### config.mk
export PLATFORM = sky130hd
export DESIGN_NAME = pulse_stretcher
export DESIGN_NICKNAME = d
export VERILOG_FILES = /design/src/rtl/pulse_stretch_pkg.sv /design/src/rtl/stretch_channel.sv /design/src/rtl/pulse_stretcher.sv
export SDC_FILE = /design/constraint.sdc
export NUM_CORES = 1
export LEC_CHECK = 0
export ABC_AREA = 1
export CAP_MARGIN = 5
export CORE_UTILIZATION = 60
export CTS_CLUSTER_SIZE = 28
export DETAILED_ROUTE_END_ITERATION = 16
export GPL_TIMING_DRIVEN = 1
export HOLD_SLACK_MARGIN = 0.1
export PLACE_DENSITY = 0.77
export SYNTH_ARGS = -nofsm -noshare
export SYNTH_HDL_FRONTEND = slang
export SYNTH_HIERARCHICAL = 1
export SYNTH_SLANG_ARGS = --single-unit
### constraint.sdc
create_clock -name CLK50MHZ -period 3 [get_ports CLK50MHZ]
set_input_delay 0.45 -clock CLK50MHZ [delete_from_list [all_inputs] [get_ports CLK50MHZ]]
set_output_delay 0.45 -clock CLK50MHZ [all_outputs]
set_load 0.01 [all_outputs]
### src/rtl/pulse_stretch_pkg.sv
// Shared constants and helpers for the pulse stretcher.
// Feature macro used elsewhere: PULSE_STRETCH_RETRIGGER_EN.
package pulse_stretch_pkg;

    localparam int DEFAULT_STRETCH_CYCLES = 2500000;
    localparam int DEFAULT_CHANNELS       = 4;

    // The counter must be able to hold STRETCH_CYCLES itself, so size it for cycles+1 states.
    function automatic int cnt_width(input int cycles);
        return $clog2(cycles + 1);
    endfunction

endpackage

### src/rtl/stretch_channel.sv
// One stretcher channel: down-counter, stretched level and overrun flag.
// Define PULSE_STRETCH_RETRIGGER_EN to reload the counter on pulses that arrive while active.
module stretch_channel
    import pulse_stretch_pkg::*;
#(
    parameter int STRETCH_CYCLES = DEFAULT_STRETCH_CYCLES
) (
    input  logic CLK50MHZ,
    input  logic RST,
    input  logic pulse_in,
    output logic pulse_out,
    output logic overrun,
    output logic active_next
);

    localparam int CW = cnt_width(STRETCH_CYCLES);
    localparam logic [CW-1:0] LOAD = CW'(STRETCH_CYCLES);

    logic [CW-1:0] count;
    logic [CW-1:0] count_next;
    logic          overrun_next;

    always_comb begin
        count_next   = count;
        overrun_next = 1'b0;
        if (count == '0) begin
            if (pulse_in) begin
                count_next = LOAD;
            end
        end else begin
            // Any pulse on the final active cycle still counts as an overrun.
            overrun_next = pulse_in;
`ifdef PULSE_STRETCH_RETRIGGER_EN
            if (pulse_in) begin
                count_next = LOAD;
            end else begin
                count_next = count - CW'(1);
            end
`else
            count_next = count - CW'(1);
`endif
        end
    end

    assign active_next = (count_next != '0);

    always_ff @(posedge CLK50MHZ) begin
        if (RST) begin
            count     <= '0;
            pulse_out <= 1'b0;
            overrun   <= 1'b0;
        end else begin
            count     <= count_next;
            pulse_out <= active_next;
            overrun   <= overrun_next;
        end
    end

endmodule

### src/rtl/pulse_stretcher.sv
// Multi-channel pulse stretcher with a registered busy summary.
// Retrigger behaviour is selected by the PULSE_STRETCH_RETRIGGER_EN macro.
module pulse_stretcher
    import pulse_stretch_pkg::*;
#(
    parameter int STRETCH_CYCLES = DEFAULT_STRETCH_CYCLES,
    parameter int CHANNELS       = DEFAULT_CHANNELS
) (
    input  logic                CLK50MHZ,
    input  logic                RST,
    input  logic [CHANNELS-1:0] pulse_in,
    output logic [CHANNELS-1:0] pulse_out,
    output logic [CHANNELS-1:0] overrun,
    output logic                busy
);

    logic [CHANNELS-1:0] active_next;

    for (genvar i = 0; i < CHANNELS; i++) begin : g_channel
        stretch_channel #(
            .STRETCH_CYCLES(STRETCH_CYCLES)
        ) u_channel (
            .CLK50MHZ   (CLK50MHZ),
            .RST        (RST),
            .pulse_in   (pulse_in[i]),
            .pulse_out  (pulse_out[i]),
            .overrun    (overrun[i]),
            .active_next(active_next[i])
        );
    end

    // Built from the channels' next values so busy lands on the same edge as pulse_out.
    always_ff @(posedge CLK50MHZ) begin
        if (RST) begin
            busy <= 1'b0;
        end else begin
            busy <= |active_next;
        end
    end

endmodule

## Yosys cells after proc, flatten, opt, wreduce, memory -nomap -nowiden

Cells that the tools add are included.

- Flip-flop bits (word level): 97
- Input bits: 6

- $add $sub $neg: 4
- Reduce and logical (&&, ||, !) cells: 13
- Mux-type cells: 8

Operator list:

| operator | number |
|---|---|
| $mux 22 | 8 |
| $logic_not 22->1 | 4 |
| $reduce_bool 22->1 | 4 |
| $sub 22x1->22 const B | 4 |
| $reduce_or 2->1 | 4 |
| $reduce_or 4->1 | 1 |

## Logic depth before layout (Yosys ltp)

- Depth after elaboration: 4
- Gate-level depth with buffers: 16
- Gate-level depth less buffers: 15

## Cells and area by module

Netlist, hierarchy kept.

Modules (own cells, without submodules):

| module | cells each | times used | area an instance (um2) |
|---|---|---|---|
| stretch_channel | 280 | 4 | 1654.1 |
| pulse_stretcher | 4 | 1 | 32.5 |

## Least setup slack after synthesis

No wires, ideal clock.

- Path kind: flip-flop to flip-flop
- From: register g_channel[1].u_channel.count[0]
- To: register busy
- Cell stages (with the launch flop): 17
- Data required time: 2.883 ns
- Library setup time: 0.117 ns
- Setup slack: 1.044 ns
- Arrival time: 1.839 ns
- Clock period less this slack: 1.956 ns
- Cell sequence: dfxtp_1 clkinv_1 ha_1 nand2_4 nor2_8 nand3_4 buf_6 nand2_2 nand2_1 inv_2 nand2_1 nor2_1 nand2_1 nor2_1 nand3_1 nor2_1 a21oi_1

- Word-level cells in the longest chain between the ends: 4
- Elaborated cells between the ends (all ways): 6
- Those cells by class: 1 x add/sub; 2 x mux; 3 x reduce/logical

RTL lines:

| element | line | source |
|---|---|---|
| start, declared | stretch_channel.sv:19 | `logic [CW-1:0] count;` |
| start signal, assigned | stretch_channel.sv:53 | `count <= count_next;` |
| $sub 22x1->22, or another cell as far along | stretch_channel.sv:40 | `count_next = count - CW'(1);` |
| $mux 22 (*) | stretch_channel.sv:26 | `if (count == '0) begin` |
| $reduce_bool 22->1 (*) | stretch_channel.sv:45 | `assign active_next = (count_next != '0);` |
| via active_next[1] | pulse_stretcher.sv:17 | `logic [CHANNELS-1:0] active_next;` |
| $reduce_or 4->1 (*) | pulse_stretcher.sv:37 | `busy <= \|active_next;` |
| end signal, assigned | pulse_stretcher.sv:37 |  |
| end, declared | pulse_stretcher.sv:14 | `output logic busy` |

The timed path passes the listed nets; every way through them passes the cells marked *.
A chain may end at the register's enable or synchronous reset.

## Final worst setup path

- From: register g_channel[2].u_channel.count[0]
- To: register busy

- Word-level cells in the longest chain between the ends: 4
- Elaborated cells between the ends (all ways): 6
- Those cells by class: 1 x add/sub; 2 x mux; 3 x reduce/logical

RTL lines:

| element | line |
|---|---|
| start, declared | stretch_channel.sv:19 |
| start signal, assigned | stretch_channel.sv:53 |
| $sub 22x1->22, or another cell as far along | stretch_channel.sv:40 |
| $mux 22 (*) | stretch_channel.sv:26 |
| $reduce_bool 22->1 (*) | stretch_channel.sv:45 |
| via active_next[2] | pulse_stretcher.sv:17 |
| $reduce_or 4->1 (*) | pulse_stretcher.sv:37 |

Marks and branches as above.

==> impl_metrics.ini <==
[synthesis]
synthesis.nets = 1134
syn-instance-count = 1124
synth-compound-area-share = 0.0384
avgSynthCellArea_um2 = 5.92
yosys_warnings = 6
ys_seq_area_frac = 0.292
synth_top_family_by_area = simple AND/OR/NAND/NOR gates
ys_ff_latch = 97
synth.mux.area_fraction = 0
synth.distinct_cells = 26
synth-adder-area-share = 0.00753
synth-simple-area-share = 0.559
synth_area_um2 = 6650
synth_xor_area_frac = 0.0369

[clocking]
postCtsHoldBufs = 0
clock_latency_ns = 0.37
cts_tree = yes
cts_resized = 0
post_cts_buffers = 0
cts-root-buf = clkbuf_8
htreeDepth = 3
cts_buffers = 9
path_clk_slew_ns = 0.09
clockBufferDepth = 2
clock_sinks = 97

[placement]
dpl.hpwl_mm = 12.8
port-buffer-count = 14
gp_congestion = 0.958

[setup_path]
crit_start = g_channel[2].u_channel/count[0]
worst-path-stages = 13
start_kind = flip-flop
critPathTopFamily = simple AND/OR/NAND/NOR gates
r2r-end = busy
cp-endpoint = busy
crit_required_ns = 3.23
critical_path.cell_chain = clkinv_1 -> ha_1 -> nand2_4 -> nor2_8 -> nand3_4 -> nand2_1 -> nand2_1 -> a21oi_1 -> nand4_1 -> nor2_1 -> nand3_1 -> nor2_1 -> a21oi_1
cp_slowest_stage_delay_ns = 0.40
cp.arrival_ns = 2.74
cp_slowest_cell = ha_1
r2r_slack_ns = 0.50
cp_max_fo = 22
worst-setup-path-type = flip-flop to flip-flop
end_kind = flip-flop
ff2ff_path_depth = 13
path_buf_inv = 1
r2r-start = g_channel[2].u_channel/count[0]

[timing]
period_share = 0.835
finalHoldViolCount = 0
fin_setup_tns_ns = 0
clock_skew_ns = 0.0106
setup_viol = 0
timing.final.crit_period_ns = 2.50
tightest_slew_ns = 0.643
maxSlewHeadroom = 0.571
fmax_ghz = 0.399
final_max_slew_viol_count = 0
rsz0062_at_grt = no

[floorplanning]
core_um2 = 10800
start_util = 0.613
die_y_um = 107
dieArea_um2 = 11500
rows = 38
boundaryPins = 15
die_w_um = 107

[drt]
wire_per_inst_um = 13.0
route.detailed.drc = 0
dr.first_iter.drc_count = 585
final_antenna_net_count = 0
vias = 6832
wl_mm = 16.7
via_per_inst = 5.34
dr.pass1.iters = 6

[outcome]
status = finished, final reports clean

[global_routing]
grt_max_degree = 62
use_met1 = 0.436
antenna_found_initial = 0
groute.layer.met3.usage = 0.0303
gr-total-overflow = 0
globalRouteTotalUtil = 0.305
met2_usage = 0.483
grt_pass1_wl_mm = 27.9
grt_pass1_vias = 6020
busiest_layer = met2

[final_layout]
area_growth_pct = 7.21
nFillCells = 1041
num_antenna_cells = 0
nets = 1147
drive_above_1_share = 0.0684

[run]
max-cap-violations = 0

[worst_hold_path]
worstHoldPathType = input port to flip-flop
[worst min-delay path by stage]
stage,from,endpoint,slack [ns],cells after the start
floorplan,RST,busy,0.52,1
global placement,g_channel[2].u_channel/count[16],g_channel[2].u_channel/count[16],0.60,3
detailed placement,g_channel[2].u_channel/count[16],g_channel[2].u_channel/count[16],0.61,3
CTS,RST,g_channel[0].u_channel/count[6],0.57,2
global route,RST,g_channel[0].u_channel/count[6],0.59,2
finish,RST,g_channel[0].u_channel/count[6],0.58,2
[state kept, by name, summed over array words and instances (netlist names)]
| signal | count |
|---|---|
| busy | 1 |
| g_channel.u_channel/overrun | 4 |
| g_channel.u_channel/pulse_out | 4 |
| g_channel.u_channel/count | 88 |
[cell families (layout without fill, tap and decap cells)]
group | count (synthesis) | in the layout
AND/OR/NAND/NOR | 838 | 838
buffers and inverters | 108 | 124
flip-flops | 97 | 97
AO/OA/AOI/OAI | 49 | 49
XOR/XNOR | 28 | 28
adder cells (fa/ha/maj) | 4 | 4
[worst reg2reg max path, delay by kind of cell, from the launching register on]
kind | cells | cell delay [ns]
flops | 1 | 0.32
buf+inv | 1 | 0.16
fa+ha+maj | 1 | 0.40
compound gates | 2 | 0.26
simple gates | 9 | 1.27
[cell type report]
| type | instances | area, um2 | share of cell area |
|---|---|---|---|
| multi-input combinational | 919 | 4270 | 0.599 |
| sequential | 97 | 1940 | 0.272 |
| inverter | 92 | 345 | 0.0484 |
| tap | 140 | 175 | 0.0246 |
| timing repair buffer | 18 | 168 | 0.0235 |
| clock buffer | 11 | 141 | 0.0198 |
| clock inverter | 3 | 90.1 | 0.0126 |
[synthesized netlist by cell type, drive strengths merged]
cell | n | share of area
nand4 | 36 | 0.034
o21ai | 36 | 0.027
and2 | 16 | 0.015
inv | 88 | 0.050
nand3 | 72 | 0.062
xor2 | 12 | 0.016
a21boi | 4 | 0.0045
ha | 4 | 0.0075
nand2 | 380 | 0.22
buf | 8 | 0.0098
a21oi | 9 | 0.0068
nand3b | 20 | 0.023
clkinv | 4 | 0.0023
clkbuf | 8 | 0.0045
xnor2 | 16 | 0.021
nor2 | 314 | 0.20
dfxtp | 97 | 0.29
[layer usage]
layer,vias up,wire (um)
met5,-,0
met4,0,256
met3,25,1240
met2,264,7260
met1,2973,7930
li1,3570,-
[cell usage in the layout, fill, tap and decap left out, types with 13 or more instances in the layout]
cell type / n
xnor2_1: 16
nand3_1: 68
and2_1: 16
o21ai_0: 28
inv_1: 76
nand4_1: 36
nor2_2: 16
nand3b_1: 20
dfxtp_1: 97
nor2_1: 286
clkdlybuf4s50_1: 13
nand2_1: 364
[through the flow]
stage	std cells	setup slack, ns	area (um2)	utilization	hold WS (ns)
2_1_floorplan	1124	1.04	6650	-	0.519
3_3_place_gp	1266	0.578	6900	0.636	0.601
3_5_place_dp	1266	0.533	6900	0.636	0.615
4_1_cts	1280	0.528	7130	0.658	0.565
5_1_grt	1280	0.296	7130	0.658	0.589
6_report	1280	0.496	7130	0.658	0.581
Power is not shown: default switching activity piles up to over one toggle a cycle in this logic, so the estimate is an artifact.
